File: src/rtl/node_port_if.sv
// Router-side link of the node port: the offer/ack handshake towards the router
// and the router's delivery path back to the node.
// master = node_port side, slave = router side.
interface node_port_if;
    logic [28:0] Packet_From_Node;
    logic        Packet_From_Node_Valid;
    logic        Core_Load_Ack;
    logic [23:0] Packet_To_Node;
    logic        Packet_To_Node_Valid;

    modport master (
        output Packet_From_Node,
        output Packet_From_Node_Valid,
        input  Core_Load_Ack,
        input  Packet_To_Node,
        input  Packet_To_Node_Valid
    );

    modport slave (
        input  Packet_From_Node,
        input  Packet_From_Node_Valid,
        output Core_Load_Ack,
        output Packet_To_Node,
        output Packet_To_Node_Valid
    );
endinterface

File: src/rtl/node_port.sv
// node_port: node-side endpoint of the router's parallel node interface.
// The TX FIFO is filled by the core and drained by an IDLE/OFFER/GAP offer FSM.
// The RX FIFO captures router deliveries and is drained by the core (show-ahead).
// Optional macro NODE_PORT_SELF_LOOP_EN: packets addressed to this node
// (dest == r_addr, broadcast clear) are looped straight into the RX FIFO
// instead of being offered to the router.
module node_port #(
    parameter int TX_DEPTH    = 4,
    parameter int RX_DEPTH    = 4,
    parameter int ACK_TIMEOUT = 1023
) (
    input  logic        Clk_R,
    input  logic        Rst_n,
    input  logic [3:0]  r_addr,
    input  logic [28:0] core_tx_data,
    input  logic        core_tx_push,
    output logic        core_tx_full,
    node_port_if.master link,
    output logic [23:0] core_rx_data,
    output logic        core_rx_valid,
    input  logic        core_rx_pop,
    output logic        rx_overflow,
    output logic        ack_timeout,
    output logic [7:0]  rx_drop_count
);

    localparam int TX_AW = $clog2(TX_DEPTH);
    localparam int RX_AW = $clog2(RX_DEPTH);
    localparam logic [TX_AW:0] TX_FULL_CNT = (TX_AW+1)'(TX_DEPTH);
    localparam logic [RX_AW:0] RX_FULL_CNT = (RX_AW+1)'(RX_DEPTH);
    localparam logic [9:0]     TMO_LIMIT   = 10'(ACK_TIMEOUT);

    typedef enum logic [1:0] {ST_IDLE, ST_OFFER, ST_GAP} state_t;

    // ---------------- TX FIFO ----------------
    logic [28:0]      tx_mem [TX_DEPTH];
    logic [TX_AW-1:0] tx_wr_ptr_reg, tx_rd_ptr_reg;
    logic [TX_AW:0]   tx_count_reg;
    logic             tx_push, tx_pop, tx_empty;
    logic [28:0]      tx_head;

    assign core_tx_full = (tx_count_reg == TX_FULL_CNT);
    assign tx_empty     = (tx_count_reg == '0);
    assign tx_head      = tx_mem[tx_rd_ptr_reg];
    assign tx_push      = core_tx_push && !core_tx_full;

    // TX storage write; contents need no reset because occupancy guards every read
    always_ff @(posedge Clk_R) begin
        if (tx_push) tx_mem[tx_wr_ptr_reg] <= core_tx_data;
    end

    // TX pointers and occupancy; simultaneous push and pop leave the count unchanged
    always_ff @(posedge Clk_R) begin
        if (!Rst_n) begin
            tx_wr_ptr_reg <= '0;
            tx_rd_ptr_reg <= '0;
            tx_count_reg  <= '0;
        end else begin
            if (tx_push) tx_wr_ptr_reg <= tx_wr_ptr_reg + TX_AW'(1);
            if (tx_pop)  tx_rd_ptr_reg <= tx_rd_ptr_reg + TX_AW'(1);
            case ({tx_push, tx_pop})
                2'b10:   tx_count_reg <= tx_count_reg + (TX_AW+1)'(1);
                2'b01:   tx_count_reg <= tx_count_reg - (TX_AW+1)'(1);
                default: tx_count_reg <= tx_count_reg;
            endcase
        end
    end

    // ---------------- RX FIFO ----------------
    logic [23:0]      rx_mem [RX_DEPTH];
    logic [RX_AW-1:0] rx_wr_ptr_reg, rx_rd_ptr_reg;
    logic [RX_AW:0]   rx_count_reg;
    logic             rx_full, rx_empty;
    logic             rx_wr_en, rx_pop, rx_drop;
    logic [23:0]      rx_wr_data;
    logic             rx_overflow_reg;
    logic [7:0]       rx_drop_count_reg;

    assign rx_full       = (rx_count_reg == RX_FULL_CNT);
    assign rx_empty      = (rx_count_reg == '0);
    assign core_rx_valid = !rx_empty;
    assign core_rx_data  = rx_empty ? '0 : rx_mem[rx_rd_ptr_reg];
    assign rx_overflow   = rx_overflow_reg;
    assign rx_drop_count = rx_drop_count_reg;

    // ---------------- Loopback decision ----------------
    logic loop_hit, loop_ok, loop_take;

`ifdef NODE_PORT_SELF_LOOP_EN
    assign loop_hit = !tx_empty && (tx_head[28:25] == r_addr) && !tx_head[24];
`else
    logic unused_r_addr;
    assign unused_r_addr = ^r_addr;
    assign loop_hit      = 1'b0;
`endif
    // Router deliveries win the RX write port; loopback also never overflows
    assign loop_ok = !rx_full && !link.Packet_To_Node_Valid;

    // RX write source select: router delivery first, then loopback; drop on full without pop
    always_comb begin
        rx_wr_en   = 1'b0;
        rx_wr_data = '0;
        rx_drop    = 1'b0;
        rx_pop     = core_rx_pop && !rx_empty;
        if (link.Packet_To_Node_Valid) begin
            if (!rx_full || core_rx_pop) begin
                rx_wr_en   = 1'b1;
                rx_wr_data = link.Packet_To_Node;
            end else begin
                rx_drop = 1'b1;
            end
        end else if (loop_take) begin
            rx_wr_en   = 1'b1;
            rx_wr_data = tx_head[23:0];
        end
    end

    // RX storage write; when full with a pop, the freed head slot is the write slot
    always_ff @(posedge Clk_R) begin
        if (rx_wr_en) rx_mem[rx_wr_ptr_reg] <= rx_wr_data;
    end

    // RX pointers, occupancy, sticky overflow and saturating drop counter
    always_ff @(posedge Clk_R) begin
        if (!Rst_n) begin
            rx_wr_ptr_reg     <= '0;
            rx_rd_ptr_reg     <= '0;
            rx_count_reg      <= '0;
            rx_overflow_reg   <= 1'b0;
            rx_drop_count_reg <= '0;
        end else begin
            if (rx_wr_en) rx_wr_ptr_reg <= rx_wr_ptr_reg + RX_AW'(1);
            if (rx_pop)   rx_rd_ptr_reg <= rx_rd_ptr_reg + RX_AW'(1);
            case ({rx_wr_en, rx_pop})
                2'b10:   rx_count_reg <= rx_count_reg + (RX_AW+1)'(1);
                2'b01:   rx_count_reg <= rx_count_reg - (RX_AW+1)'(1);
                default: rx_count_reg <= rx_count_reg;
            endcase
            if (rx_drop) begin
                rx_overflow_reg <= 1'b1;
                if (rx_drop_count_reg != 8'hFF)
                    rx_drop_count_reg <= rx_drop_count_reg + 8'd1;
            end
        end
    end

    // ---------------- TX offer FSM ----------------
    state_t      state_reg, state_next;
    logic [28:0] offer_reg;
    logic [9:0]  tmo_cnt_reg;
    logic [9:0]  tmo_cnt_inc;
    logic        ack_timeout_reg;
    logic        load_offer;
    logic        offer_wait;

    assign link.Packet_From_Node       = offer_reg;
    assign link.Packet_From_Node_Valid = (state_reg == ST_OFFER);
    assign ack_timeout                 = ack_timeout_reg;
    assign offer_wait                  = (state_reg == ST_OFFER) && !link.Core_Load_Ack;
    assign tmo_cnt_inc                 = tmo_cnt_reg + 10'd1;

    // State register plus offered packet and ack timeout tracking
    always_ff @(posedge Clk_R) begin
        if (!Rst_n) begin
            state_reg       <= ST_IDLE;
            offer_reg       <= '0;
            tmo_cnt_reg     <= '0;
            ack_timeout_reg <= 1'b0;
        end else begin
            state_reg <= state_next;
            if (load_offer) begin
                offer_reg   <= tx_head;
                tmo_cnt_reg <= '0;
            end else if (offer_wait && (tmo_cnt_reg != 10'h3FF)) begin
                tmo_cnt_reg <= tmo_cnt_inc;
                if (tmo_cnt_inc == TMO_LIMIT) ack_timeout_reg <= 1'b1;
            end
        end
    end

    // Next-state: IDLE/GAP start an offer when a routable head exists; OFFER leaves on ack
    always_comb begin
        state_next = state_reg;
        unique case (state_reg)
            ST_IDLE, ST_GAP: state_next = (!tx_empty && !loop_hit) ? ST_OFFER : ST_IDLE;
            ST_OFFER:        state_next = link.Core_Load_Ack ? ST_GAP : ST_OFFER;
            default:         state_next = ST_IDLE;
        endcase
    end

    // Outputs: load the offer register, pop on ack, or consume a looped-back head
    always_comb begin
        load_offer = 1'b0;
        tx_pop     = 1'b0;
        loop_take  = 1'b0;
        unique case (state_reg)
            ST_IDLE, ST_GAP: begin
                if (!tx_empty) begin
                    if (loop_hit) begin
                        if (loop_ok) begin
                            tx_pop    = 1'b1;
                            loop_take = 1'b1;
                        end
                    end else begin
                        load_offer = 1'b1;
                    end
                end
            end
            ST_OFFER: tx_pop = link.Core_Load_Ack;
            default: ;
        endcase
    end

endmodule
File: src/flat_wrapper.sv
// flat-port wrapper written by rule: the top's interface ports become plain ports
module node_port_flat 
#(
    parameter int TX_DEPTH    = 4,
    parameter int RX_DEPTH    = 4,
    parameter int ACK_TIMEOUT = 1023
)
  (Clk_R, Rst_n, r_addr, core_tx_data, core_tx_push, core_tx_full, core_rx_data, core_rx_valid, core_rx_pop, rx_overflow, ack_timeout, rx_drop_count, link_Packet_From_Node, link_Packet_From_Node_Valid, link_Core_Load_Ack, link_Packet_To_Node, link_Packet_To_Node_Valid);
  node_port_if link_i ();
  input  logic Clk_R;
  input  logic Rst_n;
  input  logic [3:0] r_addr;
  input  logic [28:0] core_tx_data;
  input  logic core_tx_push;
  output logic core_tx_full;
  output logic [23:0] core_rx_data;
  output logic core_rx_valid;
  input  logic core_rx_pop;
  output logic rx_overflow;
  output logic ack_timeout;
  output logic [7:0] rx_drop_count;
  output wire logic [$bits(link_i.Packet_From_Node)-1:0] link_Packet_From_Node;
  output wire logic [$bits(link_i.Packet_From_Node_Valid)-1:0] link_Packet_From_Node_Valid;
  input wire logic [$bits(link_i.Core_Load_Ack)-1:0] link_Core_Load_Ack;
  input wire logic [$bits(link_i.Packet_To_Node)-1:0] link_Packet_To_Node;
  input wire logic [$bits(link_i.Packet_To_Node_Valid)-1:0] link_Packet_To_Node_Valid;
  assign link_Packet_From_Node = link_i.Packet_From_Node;
  assign link_Packet_From_Node_Valid = link_i.Packet_From_Node_Valid;
  assign link_i.Core_Load_Ack = link_Core_Load_Ack;
  assign link_i.Packet_To_Node = link_Packet_To_Node;
  assign link_i.Packet_To_Node_Valid = link_Packet_To_Node_Valid;
  node_port #(.TX_DEPTH(TX_DEPTH), .RX_DEPTH(RX_DEPTH), .ACK_TIMEOUT(ACK_TIMEOUT)) u_core (.Clk_R(Clk_R), .Rst_n(Rst_n), .r_addr(r_addr), .core_tx_data(core_tx_data), .core_tx_push(core_tx_push), .core_tx_full(core_tx_full), .link(link_i), .core_rx_data(core_rx_data), .core_rx_valid(core_rx_valid), .core_rx_pop(core_rx_pop), .rx_overflow(rx_overflow), .ack_timeout(ack_timeout), .rx_drop_count(rx_drop_count));
endmodule
File: config.mk
export PLATFORM = sky130hd
export DESIGN_NAME = node_port_flat
export DESIGN_NICKNAME = d
export VERILOG_FILES = /design/src/rtl/node_port_if.sv /design/src/rtl/node_port.sv /design/src/flat_wrapper.sv
export SDC_FILE = /design/constraint.sdc
export NUM_CORES = 1
export LEC_CHECK = 0
export ABC_AREA = 1
export ABC_CLOCK_PERIOD_IN_PS = 3300
export BUFFER_PORTS_ARGS = -buffer_cell sky130_fd_sc_hd__buf_2
export CORE_ASPECT_RATIO = 2
export CORE_MARGIN = 3
export CORE_UTILIZATION = 58
export DETAILED_ROUTE_END_ITERATION = 10
export PLACE_DENSITY = 0.79
export SYNTH_ARGS = -nofsm -noshare
export SYNTH_HDL_FRONTEND = slang
export SYNTH_SLANG_ARGS = --single-unit
export TNS_END_PERCENT = 5
File: constraint.sdc
create_clock -name Clk_R -period 3.3 [get_ports Clk_R]
set_clock_uncertainty 0.05 [all_clocks]
set_input_delay 0.165 -clock Clk_R [delete_from_list [all_inputs] [get_ports Clk_R]]
set_output_delay 0.165 -clock Clk_R [all_outputs]
set_load 0.05 [all_outputs]
[Yosys cells after proc, flatten, opt, wreduce, memory -nomap -nowiden]
Memory sizes are Yosys's and may differ from the RTL's. A register that Yosys moved wholly into a read port is not among the register bits.
Cells that the tools add are included.
Storage, ports and cells
  bits in registers: 36
  memory bits (writable): 212
  input port bits: 63
  output and inout bits: 66
  word-level logic and storage cells: 76
  memories kept: 2
Memory list
  u_core.tx_mem: words 4, width 29, rd ports 1, clocked after memory_dff 1, wr ports 1, line node_port.sv:36  | logic [28:0] tx_mem [TX_DEPTH];
  u_core.rx_mem: words 4, width 24, rd ports 1, clocked after memory_dff 1, wr ports 1, line node_port.sv:70  | logic [23:0] rx_mem [RX_DEPTH];
Cells by class
  add/subtract/negate cells: 10
  equal/unequal tests: 11
  mux-type cells: 21
  bitwise gates (word level): 2
  reductions and logical operators: 19
Operators with widths (count)
  $mux 24: 3
  $mux 1: 12
  $pmux 3 s2: 2
  $add 10x1->10 const B: 1
  $eq 10x10->1 const B: 1
  $ne 10x10->1 const B: 1
  $add 2x1->2 const B: 4
  $add 8x1->8 const B: 1
  $ne 8x8->1 const B: 1
  $add 3x1->3 const B: 2
  $eq 2x1->1 const B: 3
  $eq 2x2->1 const B: 3
  $eq 3x3->1 const B: 2
  $logic_not 3->1: 2
  $mux 2: 3
  $sub 3x1->3 const B: 2
  $logic_not 1->1: 5
  $logic_and 1x1->1: 4
  $pmux 2 s2: 1
  $reduce_bool 2->1: 2
  $reduce_or 2->1: 2
  $reduce_and 3->1: 1
  $logic_not 2->1: 1
  $not 1->1: 2
  other kinds (2): 2

[Logic depth before layout (Yosys ltp)]
Gate-level depths: netlist (run 1).
  word-level depth: 7
  gate-level depth with buffers: 12
  mapped depth without buffers: 12

[Worst setup path after synthesis (run 1)]
OpenSTA, ideal clock, no wires.
  kind: reg2reg
  start point: register u_core.state_reg[0]
  end point: register u_core.tx_count_reg[2]
  setup time: 0.123 ns
  arrival time: 2.331 ns
  data required time: 3.127 ns
  path slack: 0.797 ns
  stages on the path, launching flop included: 12
  buffers on the path: 0
  period minus slack after synthesis: 2.503 ns
  cells stage by stage: dfxtp_1 > inv_1 > nor2_1 > nand2_1 > inv_1 > ha_1 > inv_1 > fa_1 > a21oi_1 > o21ai_0 > o21ai_0 > a21oi_1
On the way
  word-level cells in the longest chain between the ends: 4
  elaborated cells on any way between the ends: 6
  those cells by class: eq/ne (3); mux (2); reduce/logical (1)
Ends and longest elaborated chain
  start: declaration: line node_port.sv:148  | state_t state_reg, state_next;
  start signal: assignment: line node_port.sv:170  | state_reg <= state_next;
  $eq 2x1->1 (*)
  via link_Packet_From_Node_Valid: line flat_wrapper.sv:23  | output wire logic [$bits(link_i.Packet_From_Node_Valid)-1:0] link_Packet_From_Node_Valid;
  $mux 1 (*)
  $eq 2x1->1 or $eq 2x2->1 (tied branches): line node_port.sv:61  | case ({tx_push, tx_pop})
  $pmux 3 s2 or $reduce_bool 2->1 (tied branches)
  end signal: assignment: line node_port.sv:62  | 2'b10: tx_count_reg <= tx_count_reg + (TX_AW+1)'(1);
  end signal: assignment: line node_port.sv:63  | 2'b01: tx_count_reg <= tx_count_reg - (TX_AW+1)'(1);
  end signal: assignment: line node_port.sv:64  | default: tx_count_reg <= tx_count_reg;
  end: declaration: line node_port.sv:38  | logic [TX_AW:0] tx_count_reg;
Mark *: on every way through the listed nets, which the timed path passes. The rest lies on a longest branch.
A chain may end at the register's enable or synchronous reset.

==> results of run 1 <==
-- routing by layer --
layer / track usage / wire [um] / up-vias
li1: - / - / 3838
met1: 0.221 / 8380 / 3736
met2: 0.428 / 12800 / 278
met3: 0.0396 / 1410 / 68
met4: 0.116 / 741 / 0
met5: 0 / 0 / -
-- kinds of logic (layout without fill, tap and decap cells) --
| kind of cell | after synthesis | in the layout | synth area share |
|---|---|---|---|
| AND/OR/NAND/NOR | 369 | 369 | 0.131 |
| XOR/XNOR | 3 | 3 | 0.00236 |
| buffers and inverters | 108 | 290 | 0.0398 |
| adder cells (fa/ha/maj) | 15 | 15 | 0.0182 |
| flip-flops | 279 | 279 | 0.692 |
| AO/OA/AOI/OAI | 248 | 248 | 0.116 |
-- repair_timing --
action,4_1_cts,5_1_grt
setup buffers,0,0
hold endpoints to repair,196,0
hold buffers,50,0
-- area by class of cell --
type	instances	area [um2]	share of cell area
Timing Repair Buffer	193	1260	0.0956
Inverter	56	215	0.0163
Clock buffer	31	626	0.0473
Tap cell	255	319	0.0241
Multi-Input combinational cell	635	3020	0.228
Sequential cell	279	7710	0.583
Clock inverter	10	77.6	0.00587
-- final timing paths --
check / depth (start not counted) / start / slack, ns / endpoint
setup reg to reg: 10 / u_core.tx_count_reg[0] / 0.93 / u_core.tx_count_reg[2]
hold / removal: 3 / link_Packet_To_Node[3] / 0.03 / u_core.rx_mem[3][3]
setup / recovery: 5 / flop / 0.76 / core_rx_data[4]
hold reg to reg: 2 / u_core.rx_rd_ptr_reg[1] / 0.41 / flop
-- synth_stat cells, types with 3 or more instances --
| cell type | n | area share |
|---|---|---|
| ha_1 | 13 | 0.015 |
| nand2_1 | 72 | 0.024 |
| edfxtp_1 | 212 | 0.57 |
| nand3_1 | 11 | 0.0049 |
| inv_2 | 3 | 0.0010 |
| nand2_2 | 3 | 0.0017 |
| inv_1 | 51 | 0.017 |
| nor2_1 | 269 | 0.091 |
| nor3_1 | 3 | 0.0013 |
| o21ai_0 | 155 | 0.070 |
| clkbuf_1 | 30 | 0.010 |
| buf_2 | 17 | 0.0076 |
| nand4_1 | 3 | 0.0017 |
| nor2_2 | 3 | 0.0017 |
| a31oi_1 | 29 | 0.016 |
| dfxtp_1 | 67 | 0.12 |
| a21oi_1 | 58 | 0.026 |
| o21a_1 | 3 | 0.0020 |
| buf_1 | 3 | 0.0010 |
-- stage by stage --
stage / power (mW) / util / hold WS [ns] / worst slack, ns / cells
finish: 9.65 / 0.702 / 0.0315 / 0.760 / 1459
CTS: 9.69 / 0.702 / 0.000636 / 0.763 / 1459
global route: 10.1 / 0.702 / 0.0374 / 0.581 / 1459
floorplan: 6.43 / - / 0.214 / 0.797 / 1022
global placement: 7.06 / 0.638 / 0.325 / 0.971 / 1368
detailed placement: 7.11 / 0.638 / 0.330 / 0.962 / 1368
-- placed cells by master, fill, tap and decap left out, types with 7 or more instances in the layout --
cell and instances:
a21oi_1 58, a31oi_1 29, buf_2 124, buf_4 19
clkbuf_16 23, clkinv_2 7, dfxtp_1 66, dlygate4sd3_1 50
edfxtp_1 212, ha_1 13, inv_1 51, nand2_1 72
nand3_1 11, nor2_1 261, nor2_2 11, o21ai_0 155
-- worst min-delay path, cell delays in order --
cell     delay [ns]
buf_2          0.10
nand2_1        0.07
nor2_1         0.07
-- power groups by stage --
stage,Sequential [mW],Combinational [mW],Clock (mW)
after floorplan,4.69,1.74,0
after global placement,4.31,2.74,0
after detailed placement,4.32,2.79,0
after CTS,4.25,2.85,2.59
after global routing,4.28,3.07,2.70
final,4.25,2.85,2.55
==> flow_summary.toml, run 1 <==
[synthesis]
synthCells = 1022
synth.avg_cell_area_um2 = 10.9
synth_edf_count = 212
ys_seq_area_frac = 0.692
synth_nets = 1100
ys_ff_latch = 279
yosys_warnings = 0
synth_flop_cell = "edfxtp_1"
syn_area_um2 = 11100
ys_types = 33
async_flop_share = 0

[route]
dr.pass1.iters = 5
post_drt_wl_per_cell_um = 16.0
drc = 0
ant_nets = 0
drt-vias-per-instance = 5.43
drt_iter0_markers = 550
vias = 7920
wirelength_mm = 23.4

[run_status]
status = "finished clean"

[clock_network]
cts-buffers-inserted = 23
cts.htree.levels = 1
post_cts_resized = 0
clk_path_buf_depth = 3
clkLatencyLatePin_ns = 0.50
cts_root_buf = "clkbuf_16"
path_clk_slew_ns = 0.07
cts_tree = "done"
cts_sinks = 279

[power]
pwr-share-comb = 0.296
p_int_mw = 6.17
p_sw_mw = 3.48
power_density_nw_per_um2 = 730
clockPowerShare = 0.264
seq_power_share = 0.440
leakage_nw = 5.01
vdd_drop_max_uv = 778
switching_share = 0.361

[floorplanning]
boundaryPins = 129
die_w_um = 104
coreArea_um2 = 18800
start_util = 0.591
rows = 71
fp.dieArea_um2 = 21000
die_y_um = 202

[cells_and_area]
largest_reg_flops = 116
nFillCells = 1348
top_register = "u_core.tx_mem"
diodes = 0
syn_to_final_growth_pct = 18.7
fin_nets = 1266
final_area_um2 = 13200
drive_above_1_share = 0.168

[grt]
antenna_found_initial = 0
grt_pass1_vias = 8142
grt_pass1_wl_mm = 37.9
grt_max_degree = 61
grt_usage = 0.221
globalRouteOverflowTotal = 0

[sta]
rsz0062_at_grt = "false"
setup_viol = 0
post-route-period-util = 0.770
setup_tns_ns = 0
relSlewSlack = 0.375
finalMaxSlewViolations = 0
fmax_mhz = 394
hold_viol = 0
worst_pin_slew_ns = 0.937
min_period_ns = 2.54

[setup_path]
slowest_stage = "inv_2"
cpPeakStageDelay_ns = 0.53
cp_cell_sequence = "buf_4 > inv_2 > o21ai_0 > a21oi_1 > buf_2"
crit_type = "reg2out"
start_kind = "flop"
critPathTopFamily = "buffers and inverters"
crit_arrival_ns = 2.33
required_ns = 3.08
critPathMaxFanout = 48
critPathCaptureType = "output pin"
worst-path-buf-inv = 3

[placement]
globalplace.congestion = 0.796
dpl_cell_area_um2 = 12000
dp_hpwl_mm = 13.9
io_buffers = 124

[min_path]
hold_path.class = "in2reg"

[flow_run]
cap_viol_max_count = 0
Power figures use the tool's default switching activity.
==> run 2, diff against run 1 <==
--- a/config.mk
+++ b/config.mk
@@ -5,14 +5,14 @@
 export SDC_FILE = /design/constraint.sdc
 export NUM_CORES = 1
 export LEC_CHECK = 0
-export ABC_AREA = 1
-export ABC_CLOCK_PERIOD_IN_PS = 3300
+export ABC_AREA = 0
+export ABC_CLOCK_PERIOD_IN_PS = 2110
 export BUFFER_PORTS_ARGS = -buffer_cell sky130_fd_sc_hd__buf_2
 export CORE_ASPECT_RATIO = 2
 export CORE_MARGIN = 3
-export CORE_UTILIZATION = 58
+export CORE_UTILIZATION = 52
 export DETAILED_ROUTE_END_ITERATION = 10
-export PLACE_DENSITY = 0.79
+export PLACE_DENSITY = 0.75
 export SYNTH_ARGS = -nofsm -noshare
 export SYNTH_HDL_FRONTEND = slang
 export SYNTH_SLANG_ARGS = --single-unit
==> constraint.sdc (replaced) <==
create_clock -name Clk_R -period 2.11 [get_ports Clk_R]
set_clock_uncertainty 0.05 [all_clocks]
set_input_delay 0.1055 -clock Clk_R [delete_from_list [all_inputs] [get_ports Clk_R]]
set_output_delay 0.1055 -clock Clk_R [all_outputs]
set_load 0.05 [all_outputs]
==> flow_summary.toml, run 2 <==
[sta]
setup_viol = 2
relSlewSlack = 0.381
post-route-period-util = 1.06
worst_slack_ns = -0.117
worst_pin_slew_ns = 0.924
fmax_mhz = 449
rsz0062_at_grt = "true"
hold_viol = 0
min_period_ns = 2.23
whs_ns = 0.126
finalMaxSlewViolations = 0

[clock_network]
cts-buffers-inserted = 23
cts.htree.levels = 1
clkLatencyLatePin_ns = 0.51
path_clk_slew_ns = 0.07
cts_sinks = 279
cts_tree = "done"
clk_path_buf_depth = 3
cts_root_buf = "clkbuf_16"

[grt]
antenna_found_initial = 0
grt_usage = 0.207
grt_pass1_vias = 7285
grt_pass1_wl_mm = 36.6
globalRouteOverflowTotal = 0
grt_max_degree = 32

[synthesis]
yosysMostFrequentCell = "edfxtp_1"
async_flop_share = 0
muxShareOfSynthArea = 0.112
synth_top_family_by_area = "multiplexers"
yosys.area_share.xor_xnor = 0.0121
synth-compound-area-share = 0.0361
yosys.area_share.simple = 0.0941
synth_top_area_frac = 0.585
synthTopCellsByCount = "212 x edfxtp_1, 69 x nand2_1, 67 x dfxtp_1"
synth_flop_cell = "edfxtp_1"
synth.avg_cell_area_um2 = 16.0
syn_area_um2 = 10900
synth_nets = 757
ys_types = 42
synth_fa_ha_area_frac = 0.0186
synthCells = 679
ys_seq_area_frac = 0.708
yosys_warnings = 0
ys_ff_latch = 279
yosys.area.top_type = "edfxtp_1"
ys_top_cells_by_area = "edfxtp_1 59%, dfxtp_1 12%, mux4_2 11%"
synth_edf_count = 212

[power]
power.total_mw = 16.7
leakage_nw = 4.86
power_density_nw_per_um2 = 1220
vdd_drop_max_uv = 910

[cells_and_area]
postLayoutCoreUtil = 0.670
final_cell_mix = "212 x edfxtp_1, 100 x buf_2, 69 x nand2_1"
fin_nets = 960
final_cells = 1165
drive_above_1_share = 0.329
largest_reg_flops = 116
final_common_cell = "edfxtp_1"
multi_input_area_um2 = 3090
nFillCells = 1372
ff_latch_area_um2 = 7720
top_register = "u_core.tx_mem"
diodes = 0
syn_to_final_growth_pct = 26.0

[run_status]
violations = "negative setup slack"
status = "finished, violations left"

[route]
dr.pass1.iters = 6
drt-vias-per-instance = 5.57
wirelength_mm = 23.2
drt_iter0_markers = 243
vias = 6489
drc = 0
ant_nets = 0
post_drt_wl_per_cell_um = 19.9

[setup_path]
worst-r2r-cell-count = 9
crit_end = "u_core.rx_count_reg[2]"
critPathMaxFanout = 3
crit_path_start = "u_core.rx_count_reg[1]"
required_ns = 2.50
crit_type = "reg2reg"
slowest_stage = "or3_1"
r2r_slack_ns = -0.12
cpPeakStageDelay_ns = 0.38
cpMostUsedCell = "inv_1"
start_kind = "flop"
r2r_end = "u_core.rx_count_reg[2]"
cp_cell_sequence = "nor4b_4 > nor2b_2 > inv_1 > ha_2 > inv_1 > fa_2 > xor2_1 > or3_1 > a21oi_2"
r2r-start = "u_core.rx_count_reg[1]"
critPathCaptureType = "flop"
crit_arrival_ns = 2.62

[placement]
io_buffers = 124
dp_hpwl_mm = 14.5
place_inst = 1059
globalplace.congestion = 0.793

[floorplanning]
die_y_um = 211
boundaryPins = 129
coreArea_um2 = 20500
die_w_um = 108
fp.dieArea_um2 = 22800
rows = 74
start_util = 0.532

[flow_run]
cap_viol_max_count = 0

[min_path]
hold_path.class = "in2reg"
run 2: cell count changes in the layout (fill, tap and decap cells not counted), moves of 10 or more:
cell and change:
nor2_2 -10, a21oi_1 -10, o21ai_0 -145, buf_12 +11
inv_1 -37, a31oi_1 -29, and2_1 +34, and2_4 +24
buf_6 +24, nor2_1 -239, mux4_2 +53, buf_2 -24
run 2: report_power, final:
group / total (mW) / internal [mW] / switching (mW)
sequential: 6.88 / 6.57 / 0.312
clock: 4.25 / 2.39 / 1.87
combinational: 5.62 / 2.16 / 3.45
run 2: kinds of logic (layout without fill, tap and decap cells):
| kind of cell | count (synthesis) | count (layout) |
|---|---|---|
| DFF | 279 | 279 |
| adders and majority gates | 15 | 15 |
| buffers and inverters | 49 | 269 |
| and+or+nand+nor | 194 | 194 |
| AOI/OAI and AO/OA | 71 | 71 |
| xor gates and xnor gates | 15 | 15 |
| muxes | 56 | 56 |
run 2: repair_timing:
action	CTS	global route
gates cloned	2	0
pin swaps	3	0
buffers inserted	4	0
hold endpoints to repair	220	0
gates resized for setup	75	12
hold buffers	58	0
setup endpoints to repair	26	32
run 2: per-stage QoR:
stage	TNS, ns	worst slack [ns]	cell area, um2
after global placement	0	0.0310	12000
after CTS	-0.215	-0.0586	13700
after global routing	-1.32	-0.194	13700
after floorplan	-0.510	-0.253	10900
final	-0.130	-0.117	13700
after detailed placement	-0.193	-0.193	12000
run 2: cell type report:
cell class	instances	share of cell area
multi-input combinational	351	0.225
sequential	279	0.563
tap	266	0.0243
inverter	16	0.00438
timing repair buffer	211	0.127
clock buffer	32	0.0467
clock inverter	10	0.00840
run 2: metal layers:
layer,track usage,part of all wire,vias to the layer above
met5,0,0,-
met4,0.0802,0.028,0
met3,0.0365,0.049,47
met2,0.415,0.59,207
met1,0.201,0.34,3289
li1,-,-,2946
run 2: critical path: cells and delay by family, from the launching register on:
| kind | cells | cell delay [ns] |
|---|---|---|
| buffers and inverters | 2 | 0.14 |
| AOI/OAI and AO/OA | 1 | 0.13 |
| and+or+nand+nor | 3 | 0.82 |
| xor gates and xnor gates | 1 | 0.17 |
| adders and majority gates | 2 | 0.51 |
| DFF | 1 | 0.36 |
run 2: worst min-delay path by stage:
stage	slack, ns	to	startpoint	cells after the start
after global routing	0.17	u_core.tx_wr_ptr_reg[1]	core_tx_push	5
after floorplan	0.15	u_core.tx_mem[0][0]	core_tx_data[0]	0
after detailed placement	0.27	u_core.tx_mem[2][21]	core_tx_data[21]	1
after global placement	0.27	u_core.tx_mem[0][9]	core_tx_data[9]	1
final	0.13	u_core.tx_wr_ptr_reg[0]	core_tx_push	5
after CTS	0.11	u_core.tx_wr_ptr_reg[0]	core_tx_push	5
==> run 3, diff against run 2 <==
--- a/config.mk
+++ b/config.mk
@@ -6,13 +6,13 @@
 export NUM_CORES = 1
 export LEC_CHECK = 0
 export ABC_AREA = 0
-export ABC_CLOCK_PERIOD_IN_PS = 2110
+export ABC_CLOCK_PERIOD_IN_PS = 2600
 export BUFFER_PORTS_ARGS = -buffer_cell sky130_fd_sc_hd__buf_2
 export CORE_ASPECT_RATIO = 2
 export CORE_MARGIN = 3
-export CORE_UTILIZATION = 52
+export CORE_UTILIZATION = 62
 export DETAILED_ROUTE_END_ITERATION = 10
-export PLACE_DENSITY = 0.75
+export PLACE_DENSITY = 0.84
 export SYNTH_ARGS = -nofsm -noshare
 export SYNTH_HDL_FRONTEND = slang
 export SYNTH_SLANG_ARGS = --single-unit
==> constraint.sdc (replaced) <==
create_clock -name Clk_R -period 2.6 [get_ports Clk_R]
set_clock_uncertainty 0.05 [all_clocks]
set_input_delay 0.13 -clock Clk_R [delete_from_list [all_inputs] [get_ports Clk_R]]
set_output_delay 0.13 -clock Clk_R [all_outputs]
set_load 0.05 [all_outputs]
==> flow_summary.toml, run 3 (synthesized netlist as in run 2, its figures left out) <==
[run_status]
status = "finished clean"

[min_path]
worstHoldStart = "core_rx_pop"
holdPathEnd = "u_core.rx_rd_ptr_reg[1]"
hold_path.class = "in2reg"
whs_path_depth = 4

[power]
power_density_nw_per_um2 = 979
vdd_drop_max_uv = 999
leakage_nw = 4.68
power.total_mw = 12.8

[setup_path]
required_ns = 2.97
r2r_slack_ns = 0.08
start_kind = "flop"
critPathCaptureType = "flop"
critPathTopFamily = "simple AND/OR/NAND/NOR gates"
cpPeakStageDelay_ns = 0.39
worst-path-buf-inv = 1
critPathMaxFanout = 4
slowest_stage = "dfxtp_1"
r2r_end = "u_core.tx_count_reg[2]"
worst-r2r-cell-count = 8
crit_type = "reg2reg"
crit_arrival_ns = 2.89
r2r-start = "u_core.state_reg[0]"
cp_cell_sequence = "nor2b_2 > and2_1 > ha_1 > inv_1 > fa_1 > xor2_1 > or3_1 > a21oi_1"
worst-path-stages = 8

[grt]
grt_usage = 0.242
grt_pass1_vias = 7094
globalRouteOverflowTotal = 0
antenna_found_initial = 1
grt_pass1_wl_mm = 36.2
grt_max_degree = 55

[clock_network]
hold_buffers = 58
cts-buffers-inserted = 22
post_cts_resized = 0
cts_tree = "done"
clk_path_buf_depth = 3
path_clk_slew_ns = 0.07
cts_root_buf = "clkbuf_16"
cts.htree.levels = 1
post_cts_buffers = 0
clkLatencyLatePin_ns = 0.51
cts_sinks = 279

[floorplanning]
coreArea_um2 = 17000
die_w_um = 99.7
die_y_um = 193
rows = 67
boundaryPins = 129
start_util = 0.639
fp.dieArea_um2 = 19300

[cells_and_area]
syn_to_final_growth_pct = 20.6
nFillCells = 941
postLayoutCoreUtil = 0.771
final_common_cell = "edfxtp_1"
final_cell_mix = "212 x edfxtp_1, 124 x buf_2, 69 x nand2_1"
fin_nets = 947
drive_above_1_share = 0.278
top_register = "u_core.tx_mem"
largest_reg_flops = 116

[route]
wirelength_mm = 23.2
drc = 0
post_drt_wl_per_cell_um = 21.2
drt_iter0_markers = 354
dr.pass1.iters = 5
vias = 6518
drt-vias-per-instance = 5.96
ant_nets = 0

[placement]
dp_hpwl_mm = 14.3
io_buffers = 124
post-place-ws_ns = 0.289
globalplace.congestion = 0.738

[sta]
rsz0062_at_grt = "false"
hold_viol = 0
post-route-period-util = 0.968
whs_ns = 0.00740
fmax_mhz = 397
worst_pin_slew_ns = 0.998
setup_viol = 0
setup_tns_ns = 0
relSlewSlack = 0.334
worst_slack_ns = 0.0839
min_period_ns = 2.52
finalMaxSlewViolations = 0

[flow_run]
cap_viol_max_count = 0
[run 3: how the worst max path moves through the flow]
stage                                       from                endpoint
after CTS                 u_core.rx_count_reg[0]  u_core.rx_count_reg[2]
after floorplan           u_core.tx_count_reg[0]  u_core.tx_count_reg[2]
after global routing         u_core.state_reg[0]  u_core.tx_count_reg[2]
final                        u_core.state_reg[0]  u_core.tx_count_reg[2]
after detailed placement  u_core.rx_count_reg[0]  u_core.rx_count_reg[2]
after global placement    u_core.rx_count_reg[0]  u_core.rx_count_reg[2]
[run 3: final cells by class]
type	count	area, um2	area share
antenna	1	2.50	0.000191
clock buffer	32	671	0.0511
clock inverter	8	68.8	0.00525
inverter	16	60.1	0.00458
multi-input combinational	351	2990	0.228
sequential	279	7710	0.588
tap	207	259	0.0197
timing repair buffer	199	1350	0.103
[run 3: worst reg2reg max path: stages, from the launching register on]
cell     delay, ns
dfxtp_1       0.39
nor2b_2       0.24
and2_1        0.25
ha_1          0.23
inv_1         0.07
fa_1          0.39
xor2_1        0.20
or3_1         0.39
a21oi_1       0.22
[run 3: metrics by stage]
| step | cells | cell area [um2] |
|---|---|---|
| CTS | 1092 | 13100 |
| global route | 1093 | 13100 |
| global placement | 994 | 11800 |
| finish | 1093 | 13100 |
| floorplan | 679 | 10900 |
| detailed placement | 994 | 11800 |
[run 3: per-layer routing]
metal,global-route usage,share of wire
met5,0,0
met4,0.111,0.041
met3,0.0296,0.051
met2,0.457,0.57
met1,0.259,0.34
[run 3: where the power goes]
group          switching, mW  internal (mW)
registers              0.244           5.32
clock network           1.48           1.90
logic                   2.69           1.21
total                   4.41           8.43
